`config.mk`:
```
export PLATFORM = sky130hd
export DESIGN_NAME = pattern_pulse_seq
export DESIGN_NICKNAME = d
export VERILOG_FILES = /design/src/rtl/pattern_pulse_seq_pkg.sv /design/src/rtl/pattern_pulse_seq_rotate_reg.sv /design/src/rtl/pattern_pulse_seq.sv
export SDC_FILE = /design/constraint.sdc
export NUM_CORES = 1
export LEC_CHECK = 0
export CORE_ASPECT_RATIO = 0.5
export CORE_MARGIN = 4
export CORE_UTILIZATION = 25
export DETAILED_ROUTE_END_ITERATION = 12
export MAX_ROUTING_LAYER = met4
export PLACE_DENSITY_LB_ADDON = 0.2
export SYNTH_ARGS = -nofsm -noshare
export SYNTH_HDL_FRONTEND = slang
export SYNTH_SLANG_ARGS = --single-unit
```
`constraint.sdc`:
```
create_clock -name CLK -period 3.6 [get_ports CLK]
set_input_delay 0.54 -clock CLK [delete_from_list [all_inputs] [get_ports CLK]]
set_output_delay 0.54 -clock CLK [all_outputs]
set_load 0.01 [all_outputs]
```
`src/rtl/pattern_pulse_seq_pkg.sv`:
```
// Shared definitions for the pattern pulse sequencer and its rotator.
package pattern_pulse_seq_pkg;

  typedef enum logic [1:0] {
    ST_IDLE = 2'd0,
    ST_RUN  = 2'd1,
    ST_DONE = 2'd2
  } state_t;

  localparam logic MODE_CONT  = 1'b0;
  localparam logic MODE_COUNT = 1'b1;
  localparam logic DIR_MSB    = 1'b0;
  localparam logic DIR_LSB    = 1'b1;

endpackage

```
`src/rtl/pattern_pulse_seq_rotate_reg.sv`:
```
// WIDTH-bit circular shift register with reload; reports the bit that will sit
// at the output end after the next rotation.
module rotate_reg
  import pattern_pulse_seq_pkg::*;
#(
  parameter int WIDTH = 16
) (
  input  logic             clk,
  input  logic             clr,
  input  logic             reload,
  input  logic [WIDTH-1:0] reload_val,
  input  logic             shift_en,
  input  logic             dir,
  output logic             nxt_bit
);

  logic [WIDTH-1:0] q;
  logic [WIDTH-1:0] rot;

  always_comb begin
    rot = q;
    if (dir == DIR_LSB) begin
      rot = {q[0], q[WIDTH-1:1]};
    end else begin
      rot = {q[WIDTH-2:0], q[WIDTH-1]};
    end
  end

  // Output end is the MSB when rotating left, the LSB when rotating right.
  assign nxt_bit = (dir == DIR_LSB) ? rot[0] : rot[WIDTH-1];

  always_ff @(posedge clk) begin
    if (clr) begin
      q <= '0;
    end else if (reload) begin
      q <= reload_val;
    end else if (shift_en) begin
      q <= rot;
    end
  end

endmodule

```
`src/rtl/pattern_pulse_seq.sv`:
```
// Programmable serial pulse train: replays a stored pattern MSB- or LSB-first,
// either continuously or for a counted number of passes.
module pattern_pulse_seq
  import pattern_pulse_seq_pkg::*;
#(
  parameter int WIDTH = 16,
  parameter int CNT_W = 8,
  parameter int IDX_W = $clog2(WIDTH)
) (
  input  logic             CLK,
  input  logic             CLR,
  input  logic             load,
  input  logic [WIDTH-1:0] load_in,
  input  logic             start,
  input  logic             stop,
  input  logic             mode,
  input  logic             dir,
  input  logic [CNT_W-1:0] repeat_cnt,
  output logic             pulse_out,
  output logic             busy,
  output logic             done,
  output logic [IDX_W-1:0] bit_idx
);

  localparam logic [IDX_W-1:0] LAST_IDX = IDX_W'(WIDTH - 1);

  state_t           state_q;
  logic [WIDTH-1:0] pat_q;
  logic             mode_q;
  logic             dir_q;
  logic [CNT_W-1:0] rcnt_q;
  logic [CNT_W-1:0] pass_q;

  logic             launch;
  logic [WIDTH-1:0] new_pat;
  logic             nxt_bit;
  logic             rot_dir;

  function automatic logic [CNT_W-1:0] clamp_reps(input logic [CNT_W-1:0] r);
    return (r == '0) ? CNT_W'(1) : r;
  endfunction

  function automatic logic first_bit(input logic [WIDTH-1:0] p, input logic d);
    return (d == DIR_LSB) ? p[0] : p[WIDTH-1];
  endfunction

  // A same-cycle load feeds the new pattern straight into the launch.
  assign launch  = (state_q == ST_IDLE) && start && !stop;
  assign new_pat = load ? load_in : pat_q;
  assign rot_dir = launch ? dir : dir_q;

  rotate_reg #(
    .WIDTH(WIDTH)
  ) u_rot (
    .clk       (CLK),
    .clr       (CLR),
    .reload    (launch),
    .reload_val(new_pat),
    .shift_en  (state_q == ST_RUN),
    .dir       (rot_dir),
    .nxt_bit   (nxt_bit)
  );

  always_ff @(posedge CLK) begin
    if (CLR) begin
      state_q   <= ST_IDLE;
      pat_q     <= '0;
      mode_q    <= MODE_CONT;
      dir_q     <= DIR_MSB;
      rcnt_q    <= '0;
      pass_q    <= '0;
      pulse_out <= 1'b0;
      busy      <= 1'b0;
      done      <= 1'b0;
      bit_idx   <= '0;
    end else begin
      case (state_q)
        ST_IDLE: begin
          pulse_out <= 1'b0;
          done      <= 1'b0;
          if (load) begin
            pat_q <= load_in;
          end
          if (launch) begin
            mode_q    <= mode;
            dir_q     <= dir;
            rcnt_q    <= clamp_reps(repeat_cnt);
            pass_q    <= '0;
            bit_idx   <= '0;
            busy      <= 1'b1;
            pulse_out <= first_bit(new_pat, dir);
            state_q   <= ST_RUN;
          end
        end

        ST_RUN: begin
          if (stop) begin
            state_q   <= ST_IDLE;
            pulse_out <= 1'b0;
            busy      <= 1'b0;
            bit_idx   <= '0;
          end else if (bit_idx == LAST_IDX) begin
            // End of a pass: either finish a counted run or wrap to bit 0.
            bit_idx <= '0;
            pass_q  <= pass_q + CNT_W'(1);
            if ((mode_q == MODE_COUNT) && (pass_q == rcnt_q - CNT_W'(1))) begin
              state_q   <= ST_DONE;
              pulse_out <= 1'b0;
              busy      <= 1'b0;
              done      <= 1'b1;
            end else begin
              pulse_out <= nxt_bit;
            end
          end else begin
            bit_idx   <= bit_idx + IDX_W'(1);
            pulse_out <= nxt_bit;
          end
        end

        ST_DONE: begin
          done      <= 1'b0;
          pulse_out <= 1'b0;
          state_q   <= ST_IDLE;
        end

        default: begin
          state_q   <= ST_IDLE;
          pulse_out <= 1'b0;
          busy      <= 1'b0;
          done      <= 1'b0;
          bit_idx   <= '0;
        end
      endcase
    end
  end

endmodule
```
== Yosys cells after proc, flatten, opt, wreduce, memory -nomap -nowiden ==
Index checks and enable logic that the tools add are counted.
Storage, ports and cells
  bits in registers: 59
  input port bits: 31
  output and inout port bits: 7
Operators by class
  add/sub/neg operators: 3
  equal/unequal tests: 9
  muxes and demuxes: 31
  bitwise operators: 3
  reduce and logical (&&, ||, !) cells: 15
Operators with widths (number)
  $mux 16: 4
  $mux 8: 4
  $pmux 8 s2: 1
  $mux 4: 3
  $pmux 4 s3: 1
  $mux 1: 11
  $add 8x1->8 const B: 1
  $eq 8x8->1: 1
  $logic_not 8->1: 1
  $mux 2: 4
  $reduce_and 4->1: 2
  $sub 8x1->8 const B: 1
  $ne 2x2->1 const B: 3
  $ne 3x3->1 const B: 2
  $reduce_and 3->1: 2
  $add 4x1->4 const B: 1
  $eq 4x4->1 const B: 1
  $pmux 2 s2: 1
  $reduce_and 2->1: 2
  $reduce_bool 2->1: 2
  $logic_and 1x1->1: 3
  $not 1->1: 3
  $pmux 1 s3: 1
  $eq 2x1->1 const B: 1
  other kinds (5): 5

== Longest topological paths before layout ==
Gate-level depths: netlist of the first run.
  depth after elaboration: 10
  depth in mapped cells: 8
  depth with buffers taken out: 7

== Hierarchy ==
Synthesis of the first run repeated with hierarchy kept, for this count alone.
Second synthesis, totals
  cell total of the unflattened synthesis: 358
  area total of the unflattened synthesis: 3115.5 um^2
By module, submodules not included
  pattern_pulse_seq: times used 1, cells each 262, area an instance 2159.6 um^2, sequential area each 860.8 um^2
  rotate_reg: times used 1, cells each 96, area an instance 955.9 um^2, sequential area each 320.3 um^2

== Worst setup path before layout of the first run ==
No wires, ideal clock.
  path type: input port to flip-flop
  start point: in stop
  end point: reg u_rot.q[10]
  library setup time: 115 ps
  arrival: 2028 ps
  path slack: 1457 ps
  stages: 6
  path through: nor4b_4 -> mux2i_4 -> buf_6 -> mux2i_1 -> o221ai_1 -> and2_1
On the way
  longest elaborated chain between the ends: 6
  elaborated cells between the ends (all ways): 7
  classes of those cells: mux (4); reduce/logical (3)
Ends and longest elaborated chain
  start, declared: line pattern_pulse_seq.sv:15  | input logic stop,
  $logic_not 1->1 *: line pattern_pulse_seq.sv:48  | assign launch = (state_q == ST_IDLE) && start && !stop;
  $logic_and 1x1->1 *: line pattern_pulse_seq.sv:48
  $mux 1
  $mux 16: line pattern_pulse_seq_rotate_reg.sv:22  | if (dir == DIR_LSB) begin
  $mux 16: line pattern_pulse_seq_rotate_reg.sv:37  | end else if (shift_en) begin
  $mux 16: line pattern_pulse_seq_rotate_reg.sv:35  | end else if (reload) begin
  end signal, assigned: line pattern_pulse_seq_rotate_reg.sv:36  | q <= reload_val;
  end signal, assigned: line pattern_pulse_seq_rotate_reg.sv:38  | q <= rot;
  end, declared: line pattern_pulse_seq_rotate_reg.sv:17  | logic [WIDTH-1:0] q;
Mark *: on every way between the ends. The rest lies on a longest branch, timed or not. The select of a mux whose other input is x is not followed.
A chain may end at the register's enable or synchronous reset.

== Final worst setup path of the first run ==
  start point: in stop
  end point: reg u_rot.q[13]
Same word-level chain as after synthesis.

==> results of run 1 <==
cell families (layout without fill, tap and decap cells):
kind of cell             Yosys count  in the layout  synth area share, %
AO/OA/AOI/OAI                     69             69                 15.4
XOR/XNOR                          16             16                 4.61
adder cells (fa/ha/maj)            3              3                 1.23
buffers and inverters             31             67                 4.15
flip-flops                        59             59                 38.8
multiplexers                      36             36                 12.4
AND/OR/NAND/NOR                  143            143                 23.4
worst min path at each step:
stage	slack (ns)	from	cells after the start	to
CTS	0.45	pat_q[12]	2	pat_q[12]
detailed placement	0.45	pat_q[12]	2	pat_q[12]
finish	0.45	pat_q[5]	2	pat_q[5]
floorplan	0.43	pat_q[15]	2	pat_q[15]
global route	0.46	pat_q[6]	2	pat_q[6]
global placement	0.44	pat_q[10]	2	pat_q[10]
state kept, by name, summed over array words and instances (netlist names), 2 cells and up:
| name | count |
|---|---|
| pat_q | 16 |
| u_rot.q | 16 |
| pass_q | 8 |
| rcnt_q | 8 |
| bit_idx | 4 |
| state_q | 2 |
layer usage:
metal,up-vias,global-route usage (%),share of wire [%]
met3,15,4.03,4.8
met1,1182,16.0,53
met4,0,4.79,2.1
li1,1337,-,-
met5,-,-,0
met2,44,16.1,40
power by group through the flow:
| stage | sequential (W) | combinational (W) | clock [W] |
|---|---|---|---|
| after floorplan | 0.000713 | 0.000162 | 0 |
| after global placement | 0.000723 | 0.000239 | 0 |
| after detailed placement | 0.000723 | 0.000239 | 0 |
| after CTS | 0.000709 | 0.000241 | 0.000908 |
| after global routing | 0.000714 | 0.000263 | 0.000934 |
| final | 0.000709 | 0.000236 | 0.000881 |
metrics by stage:
stage               hold slack (ns)  cells  util, %  power, W
detailed placement            0.446    542     30.2  0.000962
floorplan                     0.434    357        -  0.000875
global route                  0.463    558     32.8   0.00191
finish                        0.452    558     32.8   0.00183
CTS                           0.454    558     32.8   0.00186
global placement              0.442    542     30.2  0.000962
worst reg2reg max path, delay by kind of cell, from the launching register on:
kind	cells	cell delay [ns]
multiplexers	2	0.77
flip-flops	1	0.45
AND/OR/NAND/NOR	2	0.59
buffers and inverters	1	0.29
AO/OA/AOI/OAI	1	0.12
layout by cell type, fill, tap and decap left out, drive strengths merged, types with 3 or more instances in the layout:
cell type      instances
xor2                   9
buf                    9
clkbuf                15
and3                   3
xnor2                  7
nor4                   4
nand3                 19
a31oi                  5
o21ai                  5
mux2                   3
clkdlybuf4s50         37
dfxtp                 59
and2                  15
o221ai                14
inv                    5
a21oi                 31
nor2                  23
nand2                 55
a211oi                 4
nor3                   6
mux2i                 33
nand4                  4
ha                     3
cell type report:
| type | instances | area, sq um | share of cell area, % |
|---|---|---|---|
| multi-input combinational | 267 | 1730 | 44.6 |
| inverter | 5 | 18.8 | 0.483 |
| sequential | 59 | 1180 | 30.4 |
| clock inverter | 1 | 30.0 | 0.773 |
| tap | 165 | 206 | 5.31 |
| timing repair buffer | 46 | 438 | 11.3 |
| clock buffer | 15 | 278 | 7.15 |
==> qor.csv, run 1 <==
stage,metric,value,unit
timing,tightestPinTransition,0.595,ns
synth,syn_nets,391,
synth,synthArstFlopShare,0,%
placed_design,hpwl,5350,um
synth,synth.most_common_cell,dfxtp_1,
layout,layout-drive-gt1-share,8.40,%
power_and_ir_drop,switching_share,24.0,%
cts,h-tree-depth,3,
power_and_ir_drop,p_comb_share,12.9,%
synth,synth_flop_cell,dfxtp_1,
global_route,grtUsageTotal,11.9,%
global_route,antenna_found_initial,0,
timing,period_needed,2.55,ns
cts,clock_sinks,59,
layout,areaGrowthSynthToFinish,27.8,%
cts,cts_max_path_buffers,2,
setup_path,crit_arrival,2.77,ns
global_route,grt_pass1_wl,12700,um
synth,synth_top_area_share,38.8,%
timing,hold_viol,0,
global_route,grt_max_degree,33,
setup_path,slowest_stage,mux2i_4,
power_and_ir_drop,p_switching,0.000439,W
setup_path,start_kind,input pin,
timing,setup_violations,0,
setup_path,cp-startpoint,stop,
synth,synth_common_cells,"59 x dfxtp_1, 55 x nand2_1, 32 x mux2i_1",
flow_run,cap_violations,0,
synth,yosysTopAreaCell,dfxtp_1,
detailed_routing,vias_per_cell,4.62,
setup_path,required,3.82,ns
timing,fmax,0.392,GHz
timing,rsz0062_at_grt,false,
floorplan,die_h,86.0,um
detailed_routing,routed_wl,7550,um
synth,synth_cells,357,
setup_path,cp.depth,7,
synth,synth.yosys.seq_area_share,38.8,%
power_and_ir_drop,p_seq_share,38.8,%
min_path,hp-class,flip-flop to flip-flop,
setup_path,cp_cell_sequence,clkdlybuf4s50_1 > nor4b_4 > mux2i_4 > buf_4 > mux2i_1 > o221ai_1 > and2_1,
power_and_ir_drop,power.leakage,1.49,nW
setup_path,cp_num_buf_inv,2,
global_route,grt_pass1_vias,2460,
run_status,status,"finished, final reports clean",
synth,synth.distinct_cells,45,
setup_path,rr_endpoint,u_rot.q[13],
floorplan,io_pins,38,
timing,timing.final.crit_share,70.8,%
detailed_routing,dr.first_iter.drc_count,88,
synth,synth_enable_flop_cells,0,
cts,clockRootBuffer,clkbuf_16,
timing,fin_skew,0.00699,ns
layout,fillers,1253,
floorplan,die_w,164,um
placed_design,dpl_cell_area,3580,sq um
floorplan,core-area,11800,sq um
cts,hold_buffers,0,
layout,num_antenna_cells,0,
timing,layout_setup_ws,1.05,ns
floorplan,row_count,28,
placed_design,pre_cts_slack,0.714,ns
setup_path,max_stage_delay,0.56,ns
floorplan,start_util,25.7,%
cts,clk_latency,0.33,ns
setup_path,end_kind,flip-flop,
timing,maxSlewHeadroom,60.3,%
detailed_routing,ant_nets,0,
setup_path,path_class,input pin to flip-flop,
placed_design,io_buffer_count,37,
synth,syn_avg_cell_area,8.52,sq um
detailed_routing,wire_per_inst,13.5,um
cts,ctsResizeCount,0,
synth,synth_area_leaders,"dfxtp_1 39%, mux2i_1 11%, nand2_1 6.8%",
cts,path_clk_slew,0.05,ns
timing,setup_tns,0,ns
synth,syn_area,3040,sq um
power_and_ir_drop,power_density,470,nW/um^2
detailed_routing,vias,2578,
synth,yosysWarnings,0,
power_and_ir_drop,p_int,0.00139,W
layout,nets,422,
global_route,gr-total-overflow,0,
detailed_routing,drt_pass1_iterations,4,
power_and_ir_drop,pwr-share-clk,48.2,%
floorplan,die-area,14100,sq um
placed_design,place_congestion,0.728,
setup_path,timing.rr.start,state_q[0],
layout,finalInstanceArea,3890,sq um
detailed_routing,drt_drc_violations_left,0,
cts,tritoncts,done,
setup_path,cp_top_family,buffers and inverters,
setup_path,critPathMaxFanout,11,
synth,ys_ff_latch,59,
setup_path,ff2ff_setup_slack,1.27,ns
setup_path,r2r_cells,6,
timing,finalMaxSlewViolations,0,
cts,post_cts_buffers,0,
power_and_ir_drop,vdd_ir_drop_max,0.235,mV
setup_path,worstSetupEndpoint,u_rot.q[13],
cts,numCtsBuffers,9,
(Power assumes the default switching activity.)
==> inputs of run 2 (changes only) <==
==> constraint.sdc (replaced) <==
create_clock -name CLK -period 2.5 [get_ports CLK]
set_input_delay 0.375 -clock CLK [delete_from_list [all_inputs] [get_ports CLK]]
set_output_delay 0.375 -clock CLK [all_outputs]
set_load 0.01 [all_outputs]
==> run 2 against run 1 <==
Compared with the run above: flip-flop and latch count unchanged; utilization up 0.34 points; sequential power up 44%; design area up 1.0%; via count about the same; wire length up 1.9%; global-route usage about the same; critical path type is now flip-flop to flip-flop; critical endpoint is now done; largest power group unchanged; highest routed layer unchanged.
==> qor.csv, run 2 (synthesis results as in run 1) <==
stage,metric,value,unit
floorplan,die_h,86.0,um
layout,num_antenna_cells,0,
flow_run,cap_violations,0,
setup_path,r2r_cells,7,
detailed_routing,drt_drc_violations_left,0,
timing,fmax,0.478,GHz
timing,timing.final.crit_share,83.7,%
cts,numCtsBuffers,9,
floorplan,start_util,25.7,%
placed_design,hpwl,5510,um
layout,layout_commonest_cell,dfxtp_1,
floorplan,die_w,164,um
detailed_routing,ant_nets,0,
setup_path,max_stage_delay,0.43,ns
cts,post_cts_buffers,0,
setup_path,cp_cell_sequence,inv_1 > ha_1 > xnor2_1 > nor3_1 > nand3_1 > or3_1 > o41ai_1,
detailed_routing,dr.first_iter.drc_count,125,
setup_path,ff2ff_setup_slack,0.41,ns
min_path,hp-class,flip-flop to flip-flop,
cts,path_clk_slew,0.05,ns
timing,period_needed,2.09,ns
setup_path,start_kind,flip-flop,
setup_path,rr_endpoint,done,
detailed_routing,vias_per_cell,4.58,
placed_design,dpl_cell_area,3620,sq um
cts,ctsResizeCount,0,
setup_path,required,2.72,ns
power_and_ir_drop,finalPower,0.00266,W
layout,layout-drive-gt1-share,9.80,%
global_route,antenna_found_initial,0,
setup_path,path_class,flip-flop to flip-flop,
global_route,gr-total-overflow,0,
setup_path,worstSetupEndpoint,done,
setup_path,crit_arrival,2.31,ns
layout,largestRegisters,"pat_q x16, u_rot.q x16",
cts,hold_buffers,0,
floorplan,die-area,14100,sq um
power_and_ir_drop,vdd_ir_drop_max,0.316,mV
global_route,grt_max_degree,33,
cts,cts_max_path_buffers,2,
layout,areaGrowthSynthToFinish,29.1,%
cts,tritoncts,done,
global_route,grt_pass1_wl,12800,um
detailed_routing,vias,2579,
layout,fillers,1252,
setup_path,end_kind,flip-flop,
timing,maxSlewHeadroom,60.6,%
detailed_routing,wire_per_inst,13.7,um
setup_path,slowest_stage,dfxtp_1,
timing,setup_tns,0,ns
floorplan,row_count,28,
layout,finalInstanceArea,3930,sq um
cts,clk_latency,0.33,ns
timing,setup_violations,0,
setup_path,critPathMaxFanout,6,
placed_design,place_congestion,0.743,
min_path,worstHoldStart,pat_q[15],
cts,clockRootBuffer,clkbuf_16,
detailed_routing,drt_pass1_iterations,4,
timing,fin_skew,0.00576,ns
layout,nets,427,
detailed_routing,routed_wl,7700,um
timing,rsz0062_at_grt,false,
timing,tightestPinTransition,0.589,ns
setup_path,cp-startpoint,rcnt_q[0],
power_and_ir_drop,power_density,678,nW/um^2
timing,finalMaxSlewViolations,0,
cts,h-tree-depth,3,
setup_path,timing.rr.start,rcnt_q[0],
placed_design,io_buffer_count,37,
power_and_ir_drop,power.leakage,1.51,nW
global_route,grtUsageTotal,11.8,%
timing,hold_viol,0,
cts,clock_sinks,59,
timing,hold_ws,0.451,ns
run_status,status,"finished, final reports clean",
layout,layout_common_cells,"59 x dfxtp_1, 55 x nand2_1, 37 x clkdlybuf4s50_1, 32 x mux2i_1, 31 x a21oi_1",
floorplan,io_pins,38,
floorplan,core-area,11800,sq um
global_route,grt_pass1_vias,2434,
run 2: cell types whose count changed in the layout (fill, tap and decap cells not counted), sizes merged:
cell	delta
bufinv	+1
clkbuf	-4
clkinvlp	+1
buf	+5
clkinv	+2
run 2: how the worst min path moves through the flow:
stage,cells past startpoint,slack [ns],endpoint
after global placement,2,0.44,pat_q[14]
final,2,0.45,pat_q[15]
after floorplan,2,0.43,pat_q[15]
after CTS,2,0.45,pat_q[13]
after detailed placement,2,0.45,pat_q[13]
after global routing,2,0.47,pat_q[4]
run 2: power breakdown:
part	internal, W	switching (W)
registers	0.000984	0.0000351
clock network	0.000868	0.000425
logic	0.000167	0.000183
run 2: per-layer routing:
layer | vias to the layer above | wire length (um) | global-route usage [%]
met3 | 9 | 345 | 4.13
met5 | - | 0 | -
li1 | 1349 | - | -
met2 | 40 | 3170 | 17.1
met4 | 0 | 109 | 3.73
met1 | 1181 | 4070 | 15.5
run 2: cell type report:
type                    instances  area (sq um)  share of cell area (%)
well taps                     165           206                    5.26
clock inverters                 5          77.6                    1.98
multi-input cells             267          1730                    44.2
inverters                       5          18.8                   0.478
flip-flops and latches         59          1180                    30.1
clock buffers                  11           233                    5.93
repair buffers                 51           475                    12.1
run 2: critical path: cells and delay by family (launching register included):
family	cells	cell delay (ns)
buffers and inverters	1	0.07
AO/OA/AOI/OAI	1	0.32
AND/OR/NAND/NOR	3	0.74
adder cells (fa/ha/maj)	1	0.30
flip-flops	1	0.43
XOR/XNOR	1	0.13
run 2: stage by stage:
stage	setup WS, ns	util (%)	std cells
floorplan	0.493	-	357
global placement	0.139	30.5	547
detailed placement	0.128	30.5	547
CTS	0.383	33.2	563
global route	0.190	33.2	563
finish	0.409	33.2	563
==> inputs of run 3 (changes only) <==
==> constraint.sdc (replaced) <==
create_clock -name CLK -period 1.8 [get_ports CLK]
set_input_delay 0.27 -clock CLK [delete_from_list [all_inputs] [get_ports CLK]]
set_output_delay 0.27 -clock CLK [all_outputs]
set_load 0.01 [all_outputs]
==> run 3 against run 2 <==
Compared with the run above: the run now ends with setup timing left; first-iteration DRC count rose by 43%; critical path depth unchanged; largest cell class unchanged; clock power is 32% higher; critical endpoint is now u_rot.q[2]; die area unchanged; maximum frequency up 14%; global-route usage rose by 0.63 points; design area grew 8.1%.
==> qor.csv, run 3 (synthesis results as in run 1) <==
stage,metric,value,unit
setup_path,required,2.02,ns
power_and_ir_drop,p_switching,0.000895,W
setup_path,cp_top_family,multiplexers,
placed_design,place_congestion,0.745,
global_route,grtUsageTotal,12.5,%
floorplan,core-area,11800,sq um
power_and_ir_drop,pwr-share-clk,45.9,%
layout,layout_commonest_cell,nand2_1,
floorplan,die_w,164,um
run_status,status,finished with violations,
power_and_ir_drop,switching_share,24.2,%
placed_design,pre_cts_slack,-0.450,ns
cts,tritoncts,done,
timing,finalMaxSlewViolations,0,
setup_path,cp_num_buf_inv,2,
power_and_ir_drop,finalPower,0.00370,W
cts,path_clk_slew,0.05,ns
setup_path,end_kind,flip-flop,
flow_run,cap_violations,0,
layout,layout-drive-gt1-share,18.7,%
cts,hold_buffers,0,
setup_path,start_kind,flip-flop,
global_route,grt_pass1_vias,2616,
timing,tightestPinTransition,0.531,ns
detailed_routing,ant_nets,0,
detailed_routing,routed_wl,8070,um
layout,layout_common_cells,"55 x nand2_1, 54 x dfxtp_1, 35 x clkdlybuf4s50_1, 35 x buf_4",
placed_design,hpwl,5710,um
global_route,gr-total-overflow,0,
cts,numCtsBuffers,9,
placed_design,io_buffer_count,37,
placed_design,dpl_cell_area,3830,sq um
power_and_ir_drop,power.leakage,1.68,nW
setup_path,slowest_stage,nor4b_4,
timing,maxSlewHeadroom,64.5,%
timing,hold_viol,0,
power_and_ir_drop,power_density,871,nW/um^2
timing,period_needed,1.83,ns
timing,rsz0062_at_grt,true,
timing,fmax,0.545,GHz
timing,timing.final.crit_share,102,%
power_and_ir_drop,vdd_ir_drop_max,0.396,mV
power_and_ir_drop,p_seq_share,38.2,%
run_status,violations,setup timing,
power_and_ir_drop,p_int,0.00280,W
timing,fin_skew,0.00768,ns
cts,h-tree-depth,3,
floorplan,die_h,86.0,um
setup_path,crit_arrival,2.05,ns
layout,finalInstanceArea,4240,sq um
timing,setup_violations,16,
cts,clock_sinks,59,
detailed_routing,vias_per_cell,4.64,
floorplan,die-area,14100,sq um
layout,num_antenna_cells,0,
detailed_routing,drt_pass1_iterations,4,
setup_path,max_stage_delay,0.35,ns
min_path,hp-class,flip-flop to flip-flop,
detailed_routing,dr.first_iter.drc_count,179,
floorplan,io_pins,38,
detailed_routing,vias,2730,
global_route,antenna_found_initial,0,
floorplan,row_count,28,
cts,clk_latency,0.33,ns
floorplan,start_util,25.7,%
layout,areaGrowthSynthToFinish,39.5,%
setup_path,cp_cell_sequence,nor4b_4 > mux2i_4 > buf_6 > buf_16 > mux2i_1 > o221ai_1 > and2_1,
timing,layout_setup_ws,-0.0333,ns
global_route,grt_pass1_wl,13500,um
global_route,grt_max_degree,33,
detailed_routing,drt_drc_violations_left,0,
setup_path,path_class,flip-flop to flip-flop,
detailed_routing,wire_per_inst,13.7,um
cts,cts_max_path_buffers,2,
power_and_ir_drop,p_comb_share,16.0,%
timing,setup_tns,-0.290,ns
cts,clockRootBuffer,clkbuf_16,
layout,nets,453,
setup_path,critPathMaxFanout,8,
layout,largestRegisters,"pat_q x16, u_rot.q x16",
-- run 3: cell types whose count changed in the layout (fill, tap and decap cells not counted), sizes merged --
cell	before	now
clkinv	2	1
dlygate4sd2	0	2
clkbuf	11	13
bufinv	2	1
clkdlybuf4s50	37	35
buf	14	40
clkinvlp	1	0
-- run 3: tightest hold or removal path, stage by stage (launching register included) --
cell and delay [ns]:
dfxtp_1 0.30, nand2_1 0.05, a21oi_1 0.05
-- run 3: repair_timing --
action | CTS | global route
resized for setup | 6 | 16
endpoints found under the setup margin | 23 | 29
setup buffers | 2 | 1
cloned | 1 | 0
pin swaps | 4 | 5
-- run 3: final cells by class --
class,instances,area [sq um]
clock buffer,13,260
timing repair buffer,77,721
clock inverter,2,35.0
multi-input combinational,267,1810
sequential,59,1190
fill,1254,7600
inverter,5,18.8
tap,165,206
-- run 3: power by group through the flow --
stage	combinational (W)	clock, W	sequential, W
after floorplan	0.000324	0	0.00143
after global placement	0.000557	0	0.00144
after detailed placement	0.000560	0	0.00144
after CTS	0.000582	0.00175	0.00141
after global routing	0.000655	0.00180	0.00142
final	0.000590	0.00170	0.00141
-- run 3: layer usage --
metal  GRT usage [%]  vias up  routed length (um)
met5               -        -                   0
met3            3.36        7                 330
met2            18.9       42                3630
li1                -     1401                   -
met1            16.2     1280                4030
met4            3.88        0                  78
-- run 3: worst paths after layout --
check / endpoint / start / cells after the start / slack, ns
setup reg to reg: u_rot.q[2] / state_q[1] / 7 / -0.03
hold reg to reg: pat_q[12] / pat_q[12] / 2 / 0.45
hold / removal: pat_q[12] / pat_q[12] / 2 / 0.45
setup / recovery: u_rot.q[2] / state_q[1] / 7 / -0.03
-- run 3: per-stage QoR --
| step | instances | hold WS [ns] | util, % |
|---|---|---|---|
| after floorplan | 357 | 0.406 | - |
| after global placement | 570 | 0.440 | 32.3 |
| after detailed placement | 570 | 0.446 | 32.3 |
| after CTS | 588 | 0.453 | 35.3 |
| after global routing | 588 | 0.471 | 35.8 |
| final | 588 | 0.451 | 35.8 |
